### src/rtl/key_detector.sv
// key_detector: debounces a single keypad key across repeated visits of its
// column by the scanner and reports it as a registered key code with a
// one-clock valid strobe and a held flag.
//
// Ports:
//   clk        system clock, all state on the rising edge
//   n_reset    asynchronous active-low reset
//   pulse_out  scan tick, one clk wide; columnas advances on the same edge
//   columnas   one-hot column drive from the scanner
//   filas      asynchronous row lines, active-high
//   key_code   row*4 + col of the last accepted key
//   key_valid  one-clk pulse when a press is accepted
//   key_held   high from press acceptance until release acceptance
module key_detector #(
  parameter int unsigned PRESS_SCANS   = 4,
  parameter int unsigned RELEASE_SCANS = 2
) (
  input  logic       clk,
  input  logic       n_reset,
  input  logic       pulse_out,
  input  logic [3:0] columnas,
  input  logic [3:0] filas,
  output logic [3:0] key_code,
  output logic       key_valid,
  output logic       key_held
);

  localparam int unsigned LINE_W = 4;
  localparam int unsigned IDX_W  = 2;
  localparam int unsigned CNT_W  = 4;

  typedef enum logic [1:0] {
    IDLE,
    DEBOUNCE,
    PRESSED
  } state_t;

  state_t             state, state_n;
  logic [CNT_W-1:0]   cnt, cnt_n, rcnt, rcnt_n, cnt_inc, rcnt_inc;
  logic [IDX_W-1:0]   cand_col, cand_col_n, cand_row, cand_row_n;
  logic [IDX_W-1:0]   col_idx, row_idx;
  logic [LINE_W-1:0]  rows_m, rows_s;
  logic [3:0]         key_code_n;
  logic               key_valid_n, key_held_n;
  logic               sample, hit;

  // Two-flop synchronizer on the asynchronous row lines
  always_ff @(posedge clk or negedge n_reset) begin
    if (!n_reset) begin
      rows_m <= '0;
      rows_s <= '0;
    end else begin
      rows_m <= filas;
      rows_s <= rows_m;
    end
  end

  // Index of the driven column and of the active row (valid only when one-hot)
  always_comb begin
    col_idx = '0;
    row_idx = '0;
    for (int i = 0; i < LINE_W; i++) begin
      if (columnas[i]) col_idx = IDX_W'(i);
      if (rows_s[i])   row_idx = IDX_W'(i);
    end
  end

  // Non-one-hot column drive means the tick carries no usable sample
  assign sample   = pulse_out & $onehot(columnas);
  assign hit      = $onehot(rows_s);
  assign cnt_inc  = cnt + CNT_W'(1);
  assign rcnt_inc = rcnt + CNT_W'(1);

  // Next-state and next-output logic, evaluated only at samples
  always_comb begin
    state_n     = state;
    cnt_n       = cnt;
    rcnt_n      = rcnt;
    cand_col_n  = cand_col;
    cand_row_n  = cand_row;
    key_code_n  = key_code;
    key_valid_n = 1'b0;
    key_held_n  = key_held;

    if (sample) begin
      unique case (state)
        IDLE: begin
          if (hit) begin
            cand_col_n = col_idx;
            cand_row_n = row_idx;
            if (PRESS_SCANS == 1) begin
              state_n     = PRESSED;
              cnt_n       = '0;
              rcnt_n      = '0;
              key_code_n  = {row_idx, col_idx};
              key_valid_n = 1'b1;
              key_held_n  = 1'b1;
            end else begin
              state_n = DEBOUNCE;
              cnt_n   = CNT_W'(1);
            end
          end
        end

        DEBOUNCE: begin
          if (col_idx == cand_col) begin
            if (hit && row_idx == cand_row) begin
              if (cnt_inc == CNT_W'(PRESS_SCANS)) begin
                state_n     = PRESSED;
                cnt_n       = '0;
                rcnt_n      = '0;
                key_code_n  = {cand_row, cand_col};
                key_valid_n = 1'b1;
                key_held_n  = 1'b1;
              end else begin
                cnt_n = cnt_inc;
              end
            end else begin
              state_n = IDLE;
              cnt_n   = '0;
            end
          end
        end

        PRESSED: begin
          // Only the held key's own row matters; other keys are locked out
          if (col_idx == cand_col) begin
            if (!rows_s[cand_row]) begin
              if (rcnt_inc == CNT_W'(RELEASE_SCANS)) begin
                state_n    = IDLE;
                rcnt_n     = '0;
                key_held_n = 1'b0;
              end else begin
                rcnt_n = rcnt_inc;
              end
            end else begin
              rcnt_n = '0;
            end
          end
        end

        default: begin
          state_n = IDLE;
          cnt_n   = '0;
          rcnt_n  = '0;
        end
      endcase
    end
  end

  // State and output registers
  always_ff @(posedge clk or negedge n_reset) begin
    if (!n_reset) begin
      state     <= IDLE;
      cnt       <= '0;
      rcnt      <= '0;
      cand_col  <= '0;
      cand_row  <= '0;
      key_code  <= 4'h0;
      key_valid <= 1'b0;
      key_held  <= 1'b0;
    end else begin
      state     <= state_n;
      cnt       <= cnt_n;
      rcnt      <= rcnt_n;
      cand_col  <= cand_col_n;
      cand_row  <= cand_row_n;
      key_code  <= key_code_n;
      key_valid <= key_valid_n;
      key_held  <= key_held_n;
    end
  end

endmodule

### config.mk
export PLATFORM = sky130hd
export DESIGN_NAME = key_detector
export DESIGN_NICKNAME = d
export VERILOG_FILES = /design/src/rtl/key_detector.sv
export SDC_FILE = /design/constraint.sdc
export NUM_CORES = 1
export LEC_CHECK = 0
export CAP_MARGIN = 10
export CORE_UTILIZATION = 58
export CTS_BUF_LIST = sky130_fd_sc_hd__clkbuf_8
export DETAILED_ROUTE_END_ITERATION = 10
export PLACE_DENSITY = 0.81
export RECOVER_POWER = 50
export SYNTH_ARGS = -nofsm -noshare
export SYNTH_HDL_FRONTEND = slang
export SYNTH_SLANG_ARGS = --single-unit
### constraint.sdc
create_clock -name clk -period 3.4 [get_ports clk]
set_input_delay 0.51 -clock clk [delete_from_list [all_inputs] [get_ports clk]]
set_output_delay 0.51 -clock clk [all_outputs]
set_load 0.01 [all_outputs]
== Yosys cells after proc, flatten, opt, wreduce, memory -nomap -nowiden ==
Index checks and enable logic that the tools add are counted.
Word-level totals
  bits of input ports: 11
  flip-flop bits (word level): 28
  output and inout bits: 6
Operators by class
  muxes and demuxes: 40
  eq/ne operators: 16
  reductions and logical operators: 9
  bitwise gates (word level): 3
  $add $sub $neg: 8
  $lt $le $gt $ge: 1
Operators by type and width (count)
  two-way mux 4 bit: 10
  one-hot mux 4 bit (3 select lines): 2
  two-way mux 2 bit: 11
  two-way mux 1 bit: 14
  != test 2 bit (second input constant): 7
  adder 1 x 1 -> 2 bit: 4
  adder 4 x 1 -> 4 bit (second input constant): 2
  AND reduction 8 bit: 1
  AND reduction 7 bit: 1
  adder 2 x 2 -> 3 bit: 2
  equality test 3 x 1 -> 1 bit (second input constant): 2
  one-hot mux 2 bit (3 select lines): 1
  AND reduction 6 bit: 1
  AND reduction 5 bit: 1
  equality test 2 bit: 2
  equality test 4 x 2 -> 1 bit (second input constant): 1
  equality test 4 x 3 -> 1 bit (second input constant): 1
  AND reduction 4 bit: 1
  less-than comparator 2 x 3 -> 1 bit (second input constant): 1
  != test 3 bit (second input constant): 1
  AND reduction 3 bit: 1
  binary-select mux 1 bit (select 2 bit): 1
  equality test 2 x 1 -> 1 bit (second input constant): 1
  equality test 2 bit (second input constant): 1
  other kinds (6): 7

== Longest topological paths before layout ==
  depth in word-level cells: 9
  mapped depth: 11
  gate-level depth less buffers: 11

== Worst setup path before layout ==
Ideal clock, no wire load.
  path kind: input-to-reg
  from: input columnas[0]
  to: register cand_col[0]
  data required time: 3.275 ns
  path buffers: 0
  setup time: 0.125 ns
  stages on the path: 8
  slack: 0.733 ns
  data arrival time: 2.542 ns
  cell sequence: inv_1 > fa_1 > inv_1 > ha_1 > ha_1 > nand4bb_1 > nor4_2 > mux2_2
On the way
  longest elaborated chain between the ends: 5
RTL lines
  from (decl): line 21  | input logic [3:0] columnas,
  adder 1 x 1 -> 2 bit (implied by the code): line 69  | assign sample = pulse_out & $onehot(columnas);
  adder 2 x 2 -> 3 bit (implied by the code): line 69
  equality test 3 x 1 -> 1 bit: line 69
  AND 1 bit: line 69
  AND reduction 3 bit (no line)
  to (signal assigned): line 166  | cand_col <= cand_col_n;
  to (decl): line 40  | logic [IDX_W-1:0] cand_col, cand_col_n, cand_row, cand_row_n;
Every way passes these cells.
A chain may end at the register's enable or synchronous reset.

== Worst setup path in the final report ==
  from: register rows_s[3]
  to: register key_valid
On the way
  longest elaborated chain between the ends: 8
RTL lines
  from (decl): line 42  | logic [LINE_W-1:0] rows_m, rows_s;
  from (signal assigned): line 54  | rows_s <= rows_m;
  adder 1 x 1 -> 2 bit (implied by the code): line 70  | assign hit = $onehot(rows_s);
  adder 2 x 2 -> 3 bit (implied by the code): line 70
  equality test 3 x 1 -> 1 bit: line 70
  logical AND 1 bit *: line 107  | if (hit && row_idx == cand_row) begin
  two-way mux 1 bit *: line 107
  two-way mux 1 bit *: line 106  | if (col_idx == cand_col) begin
  two-way mux 1 bit *: line 86  | unique case (state)
  two-way mux 1 bit *: line 85  | if (sample) begin
  via key_valid_n: line 44  | logic key_valid_n, key_held_n;
  to (signal assigned): line 169  | key_valid <= key_valid_n;
  to (decl): line 24  | output logic key_valid,
Mark *: on every way through the listed nets, which the timed path passes. The rest lies on a longest branch.

==> impl_metrics.env <==
export IMPL_finalWirelength_um=3212
export IMPL_worstHoldStart="rows_m[0]$_DFF_PN0_"
export IMPL_yosys_warnings=0
export IMPL_track_usage_pct=25.28
export IMPL_syn_area_per_cell_um2=10.64
export IMPL_synth_nets=175
export IMPL_path_clk_slew_ps=90
export IMPL_r2r_start="rows_s[3]$_DFF_PN0_"
export IMPL_r2r_slack_ps=330
export IMPL_fin_tns_setup_ps=0
export IMPL_ys_seq_area_share_pct=42.78
export IMPL_synth_area_top_cells="dfrtp_1 (43%), ha_1 (6.1%), o21ai_0 (3.7%)"
export IMPL_num_io_pins=17
export IMPL_syn_inst=154
export IMPL_wl_per_cell_um=15.82
export IMPL_clock_latency_ps=270
export IMPL_crit_path_start_kind="flip-flop"
export IMPL_antenna_left=0
export IMPL_min_path_cells=0
export IMPL_timing_rr_end="key_valid$_DFF_PN0_"
export IMPL_antenna_found_initial=0
export IMPL_ys_flop_type="dfrtp_1"
export IMPL_drc_errors=0
export IMPL_clkSinkCount=28
export IMPL_synth_cell_types=46
export IMPL_tightest_slew_ps=1465
export IMPL_rsz0062_at_grt="false"
export IMPL_initial_core_util_pct=63.79
export IMPL_hold_ws_ps=352.7
export IMPL_drtIter0Drc=28
export IMPL_synth_top_area_share_pct=42.78
export IMPL_post_cts_buffers=0
export IMPL_hpwlAfterDp_um=2424
export IMPL_finalClockSkew_ps=4.744
export IMPL_fp_dieArea_um2=3040
export IMPL_grt_ovfl_total=0
export IMPL_synth_seq_cells=28
export IMPL_core_um2=2567
export IMPL_grt_start_max_net_pins=29
export IMPL_ff2ff_path_depth=9
export IMPL_powerDensity_nw_per_um2=479.9
export IMPL_path_cells="inv_1 > fa_1 > inv_1 > ha_1 > ha_1 > nand4bb_1 > nor2_1 > o21ai_0 > nor4_1"
export IMPL_cts_root_buffer="clkbuf_8"
export IMPL_critPathKind="flip-flop to flip-flop"
export IMPL_htreeDepth=1
export IMPL_period_share_pct=90.16
export IMPL_area_delta_synth_final_pct=14.67
export IMPL_die_x_um=55.14
export IMPL_synth_top_cell_by_area="dfrtp_1"
export IMPL_slowest_stage="fa_1"
export IMPL_diodes=0
export IMPL_numCtsBuffers=3
export IMPL_crit_arrival_ps=3190
export IMPL_viasPerCell=6.281
export IMPL_required_ps=3530
export IMPL_ctsResizeCount=0
export IMPL_portBuffers=16
export IMPL_vias=1275
export IMPL_holdPathEnd="rows_s[0]$_DFF_PN0_"
export IMPL_worstPathMaxFanout=8
export IMPL_fillers=181
export IMPL_grt_pass1_wl_um=5395
export IMPL_die_h_um=55.14
export IMPL_synth_async_reset_ratio_pct=100.0
export IMPL_critical_path_max_stage_delay_ps=500
export IMPL_hold_path_class="flip-flop to flip-flop"
export IMPL_drv_cap=0
export IMPL_slew_headroom_pct=2.338
export IMPL_syn_area_um2=1638
export IMPL_grt_pass1_vias=1288
export IMPL_rows=18
export IMPL_maxClockFrequency_mhz=326.2
export IMPL_dr_pass1_iters=4
export IMPL_cts_tree="done"
export IMPL_post_route_min_period_ps=3065
export IMPL_clockBufferDepth=2
export IMPL_p_leak_nw=0.8495
export IMPL_slew_violations=0
export IMPL_hold_violations=0
export IMPL_drive_above_1_share_pct=11.56
export IMPL_setup_violations=0
export IMPL_status="finished clean"
export IMPL_vdd_ir_drop_worst_v=0.0003963
export IMPL_synth_edf_count=0
export IMPL_nets=195
export IMPL_end_kind="flip-flop"
export IMPL_ctsHoldBuffers=0
export IMPL_place_congestion=0.9407
==> placed cells by master (no fill, tap or decap), types with 2 or more instances in the layout <==
cell type	count
and3b_1	2
clkdlybuf4s50_1	11
dfrtp_1	28
nand2_1	9
a31o_2	3
nor4bb_1	3
nor3_1	5
inv_1	15
clkbuf_8	4
o21ai_0	12
nor4_1	4
nand3b_1	2
o41ai_1	3
nand4bb_1	2
o211ai_1	2
mux2_1	4
o21bai_1	2
dlygate4sd3_1	5
xor2_1	2
ha_1	8
a21oi_1	4
nand3_1	2
o31ai_1	2
mux2i_1	2
mux2_2	2
a211oi_1	2
nor2_1	9
fa_1	2
a31oi_1	3
==> final cells by class <==
class                      instances  area [um2]  share of cell area, %
inverter                          15       56.30                  2.998
multi-input combinational        108       857.1                  45.64
timing repair buffer              18       171.4                  9.127
tap                               30       37.54                  1.999
sequential                        28       700.7                  37.31
clock buffer                       4       55.05                  2.931
==> worst max path at each step <==
stage | start | endpoint | slack, ps | cells after the start
after floorplan | columnas[0] | cand_col[0]$_DFFE_PN0P_ | 730 | 8
after global placement | columnas[3] | rcnt[1]$_DFFE_PN0P_ | 230 | 11
after detailed placement | columnas[3] | rcnt[1]$_DFFE_PN0P_ | 120 | 11
after CTS | columnas[3] | rcnt[1]$_DFFE_PN0P_ | 390 | 11
after global routing | rows_s[3]$_DFF_PN0_ | key_valid$_DFF_PN0_ | 220 | 9
final | rows_s[3]$_DFF_PN0_ | key_valid$_DFF_PN0_ | 330 | 9
==> logic make-up (layout without fill, tap and decap cells) <==
family	count (synthesis)	count (layout)	synth area share, %
mux	9	9	6.722
compound gates	43	43	18.34
simple gates	43	43	17.11
xor+xnor	3	3	1.605
flops	28	28	42.78
fa+ha+maj	10	10	8.556
buf+inv	18	37	4.889
==> Yosys cell counts, types with 3 or more instances <==
master,count
nand2_1,9
o21ai_0,12
o41ai_1,3
ha_1,8
nor2_1,9
nor4_1,4
a31oi_1,3
a21oi_1,4
nor4bb_1,3
mux2_1,4
a31o_2,3
nor3_1,5
inv_1,15
dfrtp_1,28
==> state kept, by name (all words and copies together), names as in the netlist <==
name / count
cnt: 4
key_held: 1
key_code: 4
key_valid: 1
cand_row: 2
rows_m: 4
state: 2
rows_s: 4
rcnt: 4
cand_col: 2
==> through the flow <==
stage | setup WS [ps] | cell area (um2) | instances | power [W] | utilization (%)
floorplan | 732.9 | 1638 | 154 | 0.0006490 | -
global placement | 228.5 | 1827 | 199 | 0.0006843 | 71.15
detailed placement | 120.1 | 1827 | 199 | 0.0006994 | 71.15
CTS | 385.0 | 1882 | 203 | 0.0009050 | 73.29
global route | 216.1 | 1878 | 203 | 0.0009500 | 73.15
finish | 334.7 | 1878 | 203 | 0.0009013 | 73.15
==> worst max-delay path: cells and delay by family, from the launching register on <==
family                   cells  cell delay (ps)
AND/OR/NAND/NOR              3             1020
AO/OA/AOI/OAI                1              320
buffers and inverters        2              160
adder cells (fa/ha/maj)      3              960
flip-flops                   1              470
==> power breakdown <==
| group | switching [W] | internal (W) | leakage (nW) |
|---|---|---|---|
| Combinational | 0.000120 | 0.000125 | 0.465 |
| Clock | 0.0000970 | 0.000104 | 0.0288 |
| Sequential | 0.0000797 | 0.000376 | 0.356 |
==> per-layer routing <==
| metal | wire length [um] | track usage, % |
|---|---|---|
| met5 | 0 | 0 |
| met4 | 101 | 11.67 |
| met3 | 143 | 5.738 |
| met2 | 1637 | 45.18 |
| met1 | 1329 | 28.30 |
Note: power is estimated with default switching activity, not from simulation.
